$ cat src/rtl/ahb_input_slave_pkg.sv
// Shared constants for the AHB triangle-input slave: register map, HTRANS codes, STATUS bits.
// Latency: n/a (definitions only).
// Backpressure: n/a. Optional error responses are enabled by defining AHB_INPUT_ERR_RESP_EN.
package ahb_input_slave_pkg;

    localparam int DEFAULT_FIFO_DEPTH = 16;

    // Byte offsets of the programmer-visible registers
    localparam logic [3:0] DATA_OFS   = 4'h0;
    localparam logic [3:0] STATUS_OFS = 4'h4;
    localparam logic [3:0] CTRL_OFS   = 4'h8;

    typedef enum logic [1:0] {
        HTRANS_IDLE   = 2'b00,
        HTRANS_BUSY   = 2'b01,
        HTRANS_NONSEQ = 2'b10,
        HTRANS_SEQ    = 2'b11
    } htrans_e;

    localparam logic [2:0] HSIZE_WORD = 3'b010;

    // STATUS layout; the occupancy count sits in the low bits
    localparam int STATUS_FULL_BIT  = 16;
    localparam int STATUS_EMPTY_BIT = 17;
    localparam int STATUS_OVF_BIT   = 18;

    // CONTROL layout
    localparam int CTRL_FLUSH_BIT   = 0;
    localparam int CTRL_CLR_OVF_BIT = 1;

    function automatic logic is_mapped(input logic [3:0] ofs);
        return (ofs == DATA_OFS) || (ofs == STATUS_OFS) || (ofs == CTRL_OFS);
    endfunction

endpackage

$ cat src/rtl/ahb_input_slave_sync_fifo.sv
// Generic synchronous FIFO with push, pop, flush, head word and occupancy count.
// Latency: a pushed word appears on o_head the cycle after the push edge.
// Backpressure: push is dropped when full unless a pop happens the same cycle; pop while empty is ignored.
module ahb_input_slave_sync_fifo #(
    parameter int WIDTH = 32,
    parameter int DEPTH = 16,
    parameter int CNT_W = $clog2(DEPTH) + 1
) (
    input  logic             clk,
    input  logic             n_rst,
    input  logic             i_push,
    input  logic [WIDTH-1:0] i_push_dat,
    input  logic             i_pop,
    input  logic             i_flush,
    output logic [WIDTH-1:0] o_head,
    output logic [CNT_W-1:0] o_count,
    output logic             o_full,
    output logic             o_empty
);
    localparam int PTR_W = $clog2(DEPTH);
    localparam logic [CNT_W-1:0] FULL_CNT = CNT_W'(DEPTH);
    localparam logic [CNT_W-1:0] CNT_ONE  = CNT_W'(1);
    localparam logic [PTR_W-1:0] PTR_ONE  = PTR_W'(1);

    logic [WIDTH-1:0] r_mem [DEPTH];
    logic [PTR_W-1:0] r_wr_ptr;
    logic [PTR_W-1:0] r_rd_ptr;
    logic [CNT_W-1:0] r_count;
    logic             w_do_push;
    logic             w_do_pop;

    assign o_full    = (r_count == FULL_CNT);
    assign o_empty   = (r_count == '0);
    assign o_count   = r_count;
    assign w_do_pop  = i_pop & ~o_empty;
    assign w_do_push = i_push & (~o_full | w_do_pop);
    // Head reads as zero when empty so consumers never see stale storage
    assign o_head    = o_empty ? '0 : r_mem[r_rd_ptr];

    // Storage array: written on an accepted push, no reset needed
    always_ff @(posedge clk) begin
        if (w_do_push && !i_flush) begin
            r_mem[r_wr_ptr] <= i_push_dat;
        end
    end

    // Pointers and count; flush beats any same-cycle push or pop
    always_ff @(posedge clk) begin
        if (n_rst || i_flush) begin
            r_wr_ptr <= '0;
            r_rd_ptr <= '0;
            r_count  <= '0;
        end else begin
            if (w_do_push) r_wr_ptr <= r_wr_ptr + PTR_ONE;
            if (w_do_pop)  r_rd_ptr <= r_rd_ptr + PTR_ONE;
            case ({w_do_push, w_do_pop})
                2'b10:   r_count <= r_count + CNT_ONE;
                2'b01:   r_count <= r_count - CNT_ONE;
                default: r_count <= r_count;
            endcase
        end
    end

endmodule

$ cat src/rtl/ahb_input_slave.sv
// AHB-Lite slave buffering host-written triangle words for clip_split; STATUS/CONTROL registers.
// Latency: zero-wait reads/writes; a pushed word is visible on ahb_buffer one cycle after the push edge.
// Backpressure: DATA writes to a full FIFO hold hreadyout low until a pop frees a slot (AHB_INPUT_ERR_RESP_EN adds ERROR responses).
module ahb_input_slave
    import ahb_input_slave_pkg::*;
#(
    parameter int FIFO_DEPTH = DEFAULT_FIFO_DEPTH,
    parameter int CNT_W      = $clog2(FIFO_DEPTH) + 1
) (
    input  logic        clk,
    input  logic        n_rst,
    input  logic        hsel,
    input  logic [3:0]  haddr,
    input  logic [1:0]  htrans,
    input  logic        hwrite,
    input  logic [2:0]  hsize,
    input  logic [31:0] hwdata,
    input  logic        hready,
    output logic        hreadyout,
    output logic        hresp,
    output logic [31:0] hrdata,
    output logic [31:0] ahb_buffer,
    output logic        ahb_data_available,
    input  logic        ahb_user_read_buffer
);
    logic             r_dp_vld;
    logic             r_dp_write;
    logic [3:0]       r_dp_addr;
    logic             r_ovf;

    logic             w_addr_acc;
    logic             w_bad;
    logic             w_wr_data;
    logic             w_wr_ctrl;
    logic             w_rd_status;
    logic             w_pop_ok;
    logic             w_underflow;
    logic             w_stall;
    logic             w_push;
    logic             w_flush;
    logic             w_clr_ovf;
    logic [31:0]      w_head;
    logic [CNT_W-1:0] w_count;
    logic             w_full;
    logic             w_empty;
    logic [31:0]      w_status;
    logic             w_unused_inputs;

    // Only NONSEQ/SEQ open a data phase; IDLE/BUSY are ignored
    assign w_addr_acc = hsel & hready & htrans[1];

    // Capture the address phase whenever the bus advances
    always_ff @(posedge clk) begin
        if (n_rst) begin
            r_dp_vld   <= 1'b0;
            r_dp_write <= 1'b0;
            r_dp_addr  <= '0;
        end else if (hready) begin
            r_dp_vld   <= w_addr_acc;
            r_dp_write <= hwrite;
            r_dp_addr  <= haddr;
        end
    end

`ifdef AHB_INPUT_ERR_RESP_EN
    logic r_dp_bad_size;
    logic r_err_st;

    // Bad accesses: unmapped offset, STATUS write, or non-word size
    assign w_bad = r_dp_vld & (~is_mapped(r_dp_addr)
                               | (r_dp_write & (r_dp_addr == STATUS_OFS))
                               | r_dp_bad_size);

    // Size check latched with the address; r_err_st marks the second ERROR cycle
    always_ff @(posedge clk) begin
        if (n_rst) begin
            r_dp_bad_size <= 1'b0;
            r_err_st      <= 1'b0;
        end else begin
            if (hready) r_dp_bad_size <= (hsize != HSIZE_WORD);
            r_err_st <= w_bad & ~r_err_st;
        end
    end

    assign hreadyout       = w_bad ? r_err_st : ~w_stall;
    assign hresp           = w_bad;
    assign w_unused_inputs = htrans[0];
`else
    assign w_bad           = 1'b0;
    assign hreadyout       = ~w_stall;
    assign hresp           = 1'b0;
    assign w_unused_inputs = ^{htrans[0], hsize};
`endif

    assign w_wr_data   = r_dp_vld &  r_dp_write & ~w_bad & (r_dp_addr == DATA_OFS);
    assign w_wr_ctrl   = r_dp_vld &  r_dp_write & ~w_bad & (r_dp_addr == CTRL_OFS);
    assign w_rd_status = r_dp_vld & ~r_dp_write & ~w_bad & (r_dp_addr == STATUS_OFS);

    assign w_pop_ok    = ahb_user_read_buffer & ~w_empty;
    assign w_underflow = ahb_user_read_buffer &  w_empty;

    // A full FIFO stalls the write unless the consumer frees a slot this very cycle
    assign w_stall   = w_wr_data & w_full & ~w_pop_ok;
    assign w_push    = w_wr_data & ~w_stall;
    assign w_flush   = w_wr_ctrl & hwdata[CTRL_FLUSH_BIT];
    assign w_clr_ovf = w_wr_ctrl & hwdata[CTRL_CLR_OVF_BIT];

    ahb_input_slave_sync_fifo #(
        .WIDTH (32),
        .DEPTH (FIFO_DEPTH),
        .CNT_W (CNT_W)
    ) u_fifo (
        .clk        (clk),
        .n_rst      (n_rst),
        .i_push     (w_push),
        .i_push_dat (hwdata),
        .i_pop      (ahb_user_read_buffer),
        .i_flush    (w_flush),
        .o_head     (w_head),
        .o_count    (w_count),
        .o_full     (w_full),
        .o_empty    (w_empty)
    );

    // Sticky pop-while-empty flag; a fresh underflow outranks a same-cycle clear
    always_ff @(posedge clk) begin
        if (n_rst) begin
            r_ovf <= 1'b0;
        end else if (w_underflow) begin
            r_ovf <= 1'b1;
        end else if (w_clr_ovf) begin
            r_ovf <= 1'b0;
        end
    end

    // Assemble the STATUS word
    always_comb begin
        w_status                   = '0;
        w_status[CNT_W-1:0]        = w_count;
        w_status[STATUS_FULL_BIT]  = w_full;
        w_status[STATUS_EMPTY_BIT] = w_empty;
        w_status[STATUS_OVF_BIT]   = r_ovf;
    end

    // DATA and CONTROL read back as zero, as do unmapped offsets
    assign hrdata             = w_rd_status ? w_status : '0;
    assign ahb_buffer         = w_head;
    assign ahb_data_available = ~w_empty;

endmodule

$ cat config.mk
export PLATFORM = sky130hd
export DESIGN_NAME = ahb_input_slave
export DESIGN_NICKNAME = d
export VERILOG_FILES = /design/src/rtl/ahb_input_slave_pkg.sv /design/src/rtl/ahb_input_slave_sync_fifo.sv /design/src/rtl/ahb_input_slave.sv
export SDC_FILE = /design/constraint.sdc
export NUM_CORES = 1
export LEC_CHECK = 0
export CELL_PAD_IN_SITES_DETAIL_PLACEMENT = 1
export CELL_PAD_IN_SITES_GLOBAL_PLACEMENT = 2
export CORE_MARGIN = 1.5
export CORE_UTILIZATION = 42
export DETAILED_ROUTE_END_ITERATION = 12
export GPL_ROUTABILITY_DRIVEN = 0
export PLACE_DENSITY = 0.82
export SLEW_MARGIN = 10
export SYNTH_ARGS = -nofsm -noshare
export SYNTH_HDL_FRONTEND = slang
export SYNTH_SLANG_ARGS = --single-unit
export TNS_END_PERCENT = 100
$ cat constraint.sdc
create_clock -name clk -period 3.42 [get_ports clk]
set_clock_uncertainty 0.15 [all_clocks]
set_input_delay 0.342 -clock clk [delete_from_list [all_inputs] [get_ports clk]]
set_output_delay 0.342 -clock clk [all_outputs]
set_load 0.05 [all_outputs]
==> flow_metrics.tcl, run 1 <==
set metrics [dict create \
    outcome "complete, no violations" \
    placementRows 81 \
    synth-seq-area-share_pct 75.5 \
    cts.clk_slew.worst_paths_ns 0.06 \
    maxClockFrequency_ghz 0.299 \
    tritoncts_clock_tree "built" \
    start_util_pct 42.7 \
    timing.final.setup_violations 0 \
    wirelength_um 50200 \
    synthArstFlopShare_pct 0 \
    place_hpwl_um 28900 \
    synth_flop_cell "sky130_fd_sc_hd__edfxtp_1" \
    die_footprint_sq_mm 0.0513 \
    required_ns 2.93 \
    critical_path_peak_fanout 25 \
    total_power_mw 13.5 \
    area.growth.synth_to_final_pct 20.0 \
    netlist.area_leader.share_pct 73.2 \
    critical_path_class "register to output port" \
    detail_route.iter0.violations 902 \
    synth_warnings 0 \
    post_layout_nonfiller_instances 1856 \
    slowest_cell_on_the_critical_path "sky130_fd_sc_hd__clkdlybuf4s50_1" \
    cts_hold_repair.buffers 0 \
    fraction_of_layout_cells_with_a_size_suffix_above_1_pct 26.6 \
    synth.cell_area_sq_mm 0.0210 \
    synth.most_common_cell "sky130_fd_sc_hd__edfxtp_1" \
    numPortBuffers 84 \
    synth-simple-area-share_pct 3.77 \
    timing.slew.headroom_pct 51.2 \
    gr-total-overflow 0 \
    drt-wirelength-per-cell_um 27.0 \
    numCtsBuffers 54 \
    post_synth_inst_count 1014 \
    max-vdd-ir-drop_mv 0.428 \
    worst_hold_check_path_type "primary input to register" \
    dp.cells 1758 \
    synth_cell_types 43 \
    netlist.top_cell.by_area "sky130_fd_sc_hd__edfxtp_1" \
    grt_setup_unrepaired "no" \
    final_area_sq_mm 0.0252 \
    critical_path_cell_sequence "or4_4 -> nor2_4 -> inv_2 -> buf_4 -> clkdlybuf4s50_1" \
    final_hold_viol_count 0 \
    drt_pre_antenna_iters 5 \
    clockRootBuffer "sky130_fd_sc_hd__clkbuf_16" \
    timing.setup.tns_ns 0 \
    cts.sink_count 536 \
    drcViolationCount 0 \
    globalRouteTotalUtil_pct 20.2 \
    nNetsFinal 1207 \
    cts_max_level 2 \
    ys_ff_latch 536 \
    syn-mean-instance-area_sq_um 20.7 \
    coreArea_sq_mm 0.0492 \
    synth_edf_count 512 \
    route.antenna.remaining_nets 0 \
    die_w_um 227 \
    synth_top_cells_by_count "sky130_fd_sc_hd__edfxtp_1, sky130_fd_sc_hd__mux4_2, sky130_fd_sc_hd__nand3_1" \
    synth-compound-area-share_pct 1.88 \
    synth_area_leaders "sky130_fd_sc_hd__edfxtp_1, sky130_fd_sc_hd__mux4_2, sky130_fd_sc_hd__dfxtp_1" \
    global_route_wire_length_before_repair_um 74600 \
    worst_setup_path_start_kind "register" \
    total_leakage_power_nw 7.68 \
    critPathMaxStageDelay_ns 0.75 \
    maximum_number_of_pins_on_one_net_before_global_route_repair 42 \
    antenna_found_initial 2 \
    finalMaxSlewViolations 0 \
    num_io_pins 114 \
    routed-via-count 10500 \
    critPathCaptureType "output port" \
    vias_in_the_first_global_route 11500 \
    cell_area_placed_sq_mm 0.0234 \
    period_share_pct 97.8 \
    post-route-worst-setup-slack_ns 0.0754 \
    antennaDiodeCount 0 \
    clock_tree.buffer_depth 3 \
    synth-xor-area-share_pct 0.167 \
    dominant_combinational_cell_family_by_area_after_synthesis "multiplexers" \
    final.min_clock_period_ns 3.34 \
    power.density_mw_per_mm2 537 \
    die_height_um 227 \
    max_slew.worst_pin.slew_ns 0.727 \
    synthAdderAreaFrac_pct 0.632 \
    synth.area.mux_share_pct 15.6 \
    clkLatencyLatePin_ns 0.61 \
    max_cap_violations 0 \
    vias_per_cell 5.65 \
    dpl_worst_slack_ns 0.403 \
    cts.repair_timing.setup_buffer_count 0 \
    crit_arrival_ns 2.85 \
]
## worst paths after layout
check | endpoint | slack [ns] | from | cells past startpoint
worst max-delay path | ahb_data_available | 0.08 | u_fifo.o_count[0]$_SDFFE_PP0P_ | 5
worst min-delay path | r_dp_vld$_SDFFE_PP0P_ | 0.19 | hsel | 3
worst max register to register | u_fifo.r_mem[10][11]$_DFFE_PP_ | 0.52 | r_dp_vld$_SDFFE_PP0P_ | 5
worst min register to register | r_dp_vld$_SDFFE_PP0P_ | 0.33 | r_dp_vld$_SDFFE_PP0P_ | 2
## critical path, delay by kind of cell, from the launching register on
| family | cells | cell delay, ns |
|---|---|---|
| buf+inv | 3 | 1.10 |
| flops | 1 | 0.36 |
| simple gates | 2 | 0.75 |
## area by class of cell
type	count	area, sq um
multi-input combinational	413	4860
inverter	9	33.8
tap	664	831
timing repair buffer	136	1780
clock inverter	34	417
fill	4396	24000
clock buffer	64	1400
sequential	536	15900
## flip-flops by register name, indices dropped and copies added, names as in the netlist, named ones only
name,cells
r_dp_addr,4
r_dp_vld,1
r_dp_write,1
r_ovf,1
u_fifo.o_count,5
u_fifo.r_mem,512
u_fifo.r_rd_ptr,4
u_fifo.r_wr_ptr,4
## placed cells by master, fill, tap and decap left out, types with 9 or more instances in the layout
cell                              instances
sky130_fd_sc_hd__mux2i_1                 39
sky130_fd_sc_hd__nor2_1                  20
sky130_fd_sc_hd__mux4_2                 128
sky130_fd_sc_hd__buf_4                   33
sky130_fd_sc_hd__dfxtp_1                 21
sky130_fd_sc_hd__clkinv_1                12
sky130_fd_sc_hd__a21oi_1                 13
sky130_fd_sc_hd__clkbuf_1                 9
sky130_fd_sc_hd__o211ai_1                34
sky130_fd_sc_hd__conb_1                  25
sky130_fd_sc_hd__clkdlybuf4s50_1         52
sky130_fd_sc_hd__clkbuf_16               54
sky130_fd_sc_hd__ha_1                     9
sky130_fd_sc_hd__buf_12                  50
sky130_fd_sc_hd__edfxtp_1               512
sky130_fd_sc_hd__nor2_4                  13
sky130_fd_sc_hd__nand3_1                 75
## where the power goes
part           internal (mW)  switching (mW)  total (mW)  leakage [nW]
Sequential              7.19         0.00616        7.19          4.80
Clock                   3.54            2.50        6.04         0.881
Combinational         0.0901           0.210       0.300          2.00
## routing by layer
| metal | global-route usage (%) | vias up | wire length (um) | share of wire (%) |
|---|---|---|---|---|
| met1 | 26.5 | 5633 | 20600 | 41 |
| met3 | 4.09 | 88 | 2860 | 5.7 |
| li1 | - | 4421 | - | - |
| met4 | 6.11 | 4 | 1200 | 2.4 |
| met5 | 0 | - | 34 | 0.068 |
| met2 | 34.2 | 338 | 25500 | 51 |
## what timing repair did
action	CTS	global route
resized for setup	1	1
pin swaps	0	1
endpoints found under the setup margin	9	3
## metrics by stage
stage	utilization, %	hold slack (ns)
finish	51.2	0.186
global route	51.2	0.201
CTS	51.2	0.177
floorplan	-	0.291
detailed placement	47.5	0.314
global placement	47.5	0.303
## kinds of logic (layout without fill, tap and decap cells)
kind of cell | count (synthesis) | count (layout)
other | 1 | 25
and+or+nand+nor | 150 | 150
xor gates and xnor gates | 4 | 4
AOI/OAI and AO/OA | 57 | 57
adders and majority gates | 10 | 10
DFF | 536 | 536
muxes | 167 | 167
buffers and inverters | 89 | 243
Note: power is estimated with default switching activity, not from simulation.
==> run 2, diff against run 1 <==
--- a/config.mk
+++ b/config.mk
@@ -12,7 +12,6 @@
 export DETAILED_ROUTE_END_ITERATION = 12
 export GPL_ROUTABILITY_DRIVEN = 0
 export PLACE_DENSITY = 0.82
-export SLEW_MARGIN = 10
 export SYNTH_ARGS = -nofsm -noshare
 export SYNTH_HDL_FRONTEND = slang
 export SYNTH_SLANG_ARGS = --single-unit
==> results of run 2 <==
No change in the layout: final DEF, timing and power equal those of run 1.
